--- config.mk ---
export PLATFORM = sky130hd
export DESIGN_NAME = mem_port_arbiter
export DESIGN_NICKNAME = d
export VERILOG_FILES = /design/src/rtl/mem_port_arbiter_pkg.sv /design/src/rtl/mem_port_arbiter_arb_prio_sel.sv /design/src/rtl/mem_port_arbiter.sv
export SDC_FILE = /design/constraint.sdc
export NUM_CORES = 1
export LEC_CHECK = 0
export ABC_AREA = 1
export ABC_CLOCK_PERIOD_IN_PS = 1800
export CAP_MARGIN = 20
export CORE_AREA = 5 5 104 106
export DETAILED_ROUTE_END_ITERATION = 7
export DIE_AREA = 0 0 109 111
export GPL_TIMING_DRIVEN = 0
export PLACE_DENSITY = 0.66
export SYNTH_ARGS = -nofsm -noshare
export SYNTH_HDL_FRONTEND = slang
export SYNTH_SLANG_ARGS = --single-unit
--- constraint.sdc ---
create_clock -name clk -period 1.8 [get_ports clk]
set_clock_uncertainty 0.05 [all_clocks]
set_input_delay 0.54 -clock clk [delete_from_list [all_inputs] [get_ports clk]]
set_output_delay 0.54 -clock clk [all_outputs]
set_load 0.02 [all_outputs]
--- src/rtl/mem_port_arbiter_pkg.sv ---
// rtl/mem_port_arbiter_pkg.sv - shared FSM encoding and defaults for the memory port arbiter
package mem_port_arbiter_pkg;

  typedef enum logic [1:0] {
    IDLE    = 2'd0,
    BUSY_IF = 2'd1,
    BUSY_DS = 2'd2
  } state_e;

  localparam int STARVE_MAX_DEFAULT = 4;

endpackage

--- src/rtl/mem_port_arbiter_arb_prio_sel.sv ---
// rtl/mem_port_arbiter_arb_prio_sel.sv - winner select: data side first unless fetch is starved
module arb_prio_sel (
  input  logic if_req,
  input  logic ds_req,
  input  logic starve_full,
  output logic sel_if,
  output logic sel_ds
);

  assign sel_if = if_req && (starve_full || !ds_req);
  assign sel_ds = ds_req && !(starve_full && if_req);

endmodule

--- src/rtl/mem_port_arbiter.sv ---
// rtl/mem_port_arbiter.sv - shares one memory port between fetch and data-side requesters
module mem_port_arbiter
  import mem_port_arbiter_pkg::*;
#(
  parameter int STARVE_MAX = STARVE_MAX_DEFAULT,
  parameter int ADDR_W     = 32
) (
  input  logic              clk,
  input  logic              rst_n,
  input  logic              if_req,
  input  logic [ADDR_W-1:0] if_addr,
  output logic              if_gnt,
  output logic              if_rvalid,
  output logic [31:0]       if_rdata,
  input  logic              ds_req,
  input  logic              ds_we,
  input  logic [ADDR_W-1:0] ds_addr,
  input  logic [31:0]       ds_wdata,
  input  logic [3:0]        ds_wstrb,
  output logic              ds_gnt,
  output logic              ds_rvalid,
  output logic [31:0]       ds_rdata,
  output logic              mem_req,
  output logic              mem_we,
  output logic [ADDR_W-1:0] mem_addr,
  output logic [31:0]       mem_wdata,
  output logic [3:0]        mem_wstrb,
  input  logic              mem_rvalid,
  input  logic [31:0]       mem_rdata
);

  localparam int CNT_W = $clog2(STARVE_MAX + 1);

  state_e           state_q, state_d;
  logic [CNT_W-1:0] starve_cnt_q, starve_cnt_d;
  logic             starve_full;
  logic             sel_if, sel_ds;
  logic             resp, arb_en;

  assign starve_full = (starve_cnt_q == CNT_W'(STARVE_MAX));

  arb_prio_sel u_arb_prio_sel (
    .if_req      (if_req),
    .ds_req      (ds_req),
    .starve_full (starve_full),
    .sel_if      (sel_if),
    .sel_ds      (sel_ds)
  );

  always_ff @(posedge clk or negedge rst_n) begin
    if (!rst_n) begin
      state_q      <= IDLE;
      starve_cnt_q <= '0;
    end else begin
      state_q      <= state_d;
      starve_cnt_q <= starve_cnt_d;
    end
  end

  // Everything is gated by rst_n so outputs read zero while reset is held.
  always_comb begin
    state_d      = state_q;
    starve_cnt_d = starve_cnt_q;
    resp         = 1'b0;
    arb_en       = 1'b0;
    if_gnt       = 1'b0;
    if_rvalid    = 1'b0;
    if_rdata     = '0;
    ds_gnt       = 1'b0;
    ds_rvalid    = 1'b0;
    ds_rdata     = '0;
    mem_req      = 1'b0;
    mem_we       = 1'b0;
    mem_addr     = '0;
    mem_wdata    = '0;
    mem_wstrb    = '0;
    if (rst_n) begin
      resp      = (state_q != IDLE) && mem_rvalid;
      if_rvalid = resp && (state_q == BUSY_IF);
      ds_rvalid = resp && (state_q == BUSY_DS);
      if (if_rvalid) if_rdata = mem_rdata;
      if (ds_rvalid) ds_rdata = mem_rdata;
      arb_en = (state_q == IDLE) || resp;
      if (resp) state_d = IDLE;
      if (arb_en && sel_ds) begin
        ds_gnt    = 1'b1;
        mem_req   = 1'b1;
        mem_we    = ds_we;
        mem_addr  = ds_addr;
        mem_wdata = ds_wdata;
        mem_wstrb = ds_wstrb;
        state_d   = BUSY_DS;
        if (!if_req) begin
          starve_cnt_d = '0;
        end else if (!starve_full) begin
          starve_cnt_d = starve_cnt_q + CNT_W'(1);
        end
      end else if (arb_en && sel_if) begin
        if_gnt       = 1'b1;
        mem_req      = 1'b1;
        mem_addr     = if_addr;
        state_d      = BUSY_IF;
        starve_cnt_d = '0;
      end
    end
  end

endmodule

==> flow_metrics.tcl <==
set metrics [dict create \
    status "finished, violations left" \
    violations "negative setup slack" \
    power.density_mw_per_mm2 371.8 \
    slew_violations 0 \
    syn_area_sq_mm 0.001446 \
    finalCritPeriodShare_pct 125.0 \
    ant_nets 0 \
    grt_usage_pct 17.91 \
    slew_headroom_pct 85.07 \
    timing.fmax_mhz 444.6 \
    rsz0062_at_grt "true" \
    synth.area.top_cells "nand2_1 27%, nor2_1 27%, inv_1 19%" \
    maxCapViolations 0 \
    drc 0 \
    yosys-top-cells-count "105 x nand2_1, 103 x nor2_1, 74 x inv_1" \
    required_ps 1210 \
    critPathArrivalTime_ps 1660 \
    synth_top_area_share_pct 27.25 \
    cts_buffer_depth 2 \
    fp.dieH_um 111 \
    synth_most_common_cell "nand2_1" \
    synth_ff_type "dfrtp_1" \
    grt_max_degree 11 \
    cts_hold_buffers 0 \
    start_util_pct 14.94 \
    critPathCaptureType "output pin" \
    num_vias 3198 \
    chipWidth_um 109 \
    period_minus_slack_ps 2249 \
    rows 36 \
    portBuffers 275 \
    numCtsBuffers 3 \
    finish.instance_area_sq_mm 0.006858 \
    synthArstFlopShare_pct 100.0 \
    grt_pass1_wl_mm 17.31 \
    core-area_sq_mm 0.009684 \
    root_buffer "clkbuf_8" \
    boundaryPins 276 \
    irDropWorstVdd_v 0.0002244 \
    cts_tree "yes" \
    synth-seq-cells 5 \
    fin_ws_ps -449.2 \
    setup_viol 137 \
    clk-insertion-delay-late_ps 230 \
    insertedDiodeCount 0 \
    firstDrtPassIters 4 \
    nNetsFinal 795 \
    drive_above_1_share_pct 63.61 \
    crit_type "reg2out" \
    gr-total-overflow 0 \
    final.fill_count 748 \
    drt_wl_total_mm 12.15 \
    clock-sinks 5 \
    gp_congestion 0.7698 \
    die_area_sq_mm 0.01210 \
    antenna_found_initial 0 \
    post_drt_wl_per_cell_um 15.44 \
    synth.net_count 467 \
    synthDistinctLibCells 17 \
    syn_inst 327 \
    synth_top_area_cell "nand2_1" \
    p_leak_uw 0.003318 \
    hold_viol 0 \
    detail_route.vias_per_cell 4.064 \
    cts_max_level 1 \
    yosysSeqAreaShare_pct 8.651 \
    place_area_sq_mm 0.005446 \
    setup_tns_ps -48890 \
    synth_warnings 0 \
    clk_pin_slew_ps 30 \
    dp_hpwl_mm 9.049 \
    syn2layout_area_growth_pct 374.1 \
    syn_area_per_cell_sq_um 4.423 \
    stdcell_count 787 \
    grt_pass1_vias 3358 \
    worst_pin_slew_ps 223.8 \
    cp_max_fo 10 \
    hold_path.class "in2async" \
    synth-edff-count 0 \
    drt-initial-drc-count 85 \
    startpoint_type "flip-flop" \
    dpl.cell_count 735 \
]
logic make-up after synthesis:
group | after synthesis | synth area share (%)
AO/OA/AOI/OAI | 3 | 1.038
adder cells (fa/ha/maj) | 2 | 1.730
buffers and inverters | 96 | 28.46
flip-flops | 5 | 8.651
AND/OR/NAND/NOR | 221 | 60.12
layout by cell type (no fill, tap or decap), types with 4 or more instances in the layout:
master and instances:
dfrtp_1 5, buf_4 22, clkdlybuf4s50_1 133, buf_6 145, nand2_2 26, nand2_4 61, buf_12 25, buf_16 5
clkbuf_16 4, nor2_4 101, inv_1 69, nand2_1 19, inv_2 7
flip-flops by register name (all words and copies together), names as in the netlist:
register,count
starve_cnt_q,3
state_q,2
final cells by class:
cell class                 count  area [sq um]  area share (%)
timing repair buffer         330          3755           54.75
sequential                     5         125.1           1.824
inverter                      80         327.8           4.780
tap                          133         166.4           2.427
multi-input combinational    226          2258           32.93
clock buffer                   4         45.04          0.6568
buffer                         9         180.2           2.627
worst max-delay path, cell delays in order (launching register included):
cell	delay, ps
dfrtp_1	380
inv_2	90
ha_4	140
nand2_4	50
nand2_4	80
nand2_4	70
nand2_8	110
clkinv_8	90
buf_12	150
nand2_1	100
nand2_4	50
buf_6	120
metrics by stage:
step	power (uW)	worst slack, ps	util [%]	hold slack (ps)
5_1_grt	2685	-511.8	70.81	230.3
2_1_floorplan	1015	-154.4	-	194.4
3_3_place_gp	1765	-1624	56.24	465.1
3_5_place_dp	1789	-1632	56.24	482.5
6_report	2550	-449.2	70.81	231.8
4_1_cts	2426	-479.8	66.56	137.3
where the power goes:
group / switching (uW) / leakage [uW] / internal (uW)
registers: 21.6 / 0.0000645 / 135
clock network: 65.5 / 0.0000228 / 153
logic: 1030 / 0.00323 / 1150
total: 1120 / 0.00332 / 1430
worst paths after layout:
| kind | from | endpoint | slack, ps | depth (start not counted) |
|---|---|---|---|---|
| max in group asynchronous | rst_n | starve_cnt_q[0] | 1340 | 3 |
| setup reg to reg | starve_cnt_q[0] | starve_cnt_q[0] | 210 | 11 |
| hold reg to reg | starve_cnt_q[2] | starve_cnt_q[2] | 590 | 2 |
| setup / recovery | starve_cnt_q[0] | mem_addr[11] | -450 | 11 |
| min in group clk | starve_cnt_q[2] | starve_cnt_q[2] | 590 | 2 |
| hold / removal | rst_n | state_q[1] | 230 | 3 |
layer usage:
| metal | routed length [um] | GRT usage, % | vias up |
|---|---|---|---|
| li1 | - | - | 1564 |
| met1 | 3603 | 16.57 | 1456 |
| met2 | 7045 | 35.42 | 149 |
| met3 | 1136 | 5.242 | 29 |
| met4 | 368 | 6.818 | 0 |
| met5 | 0 | 0 | - |
repair_timing:
item	4_1_cts	5_1_grt
cloned	9	4
pin swaps	7	36
setup endpoints to repair	142	136
buffers inserted	27	20
resized for setup	921	100
hold endpoints to repair	0	0
Note: power is estimated with default switching activity, not from simulation.
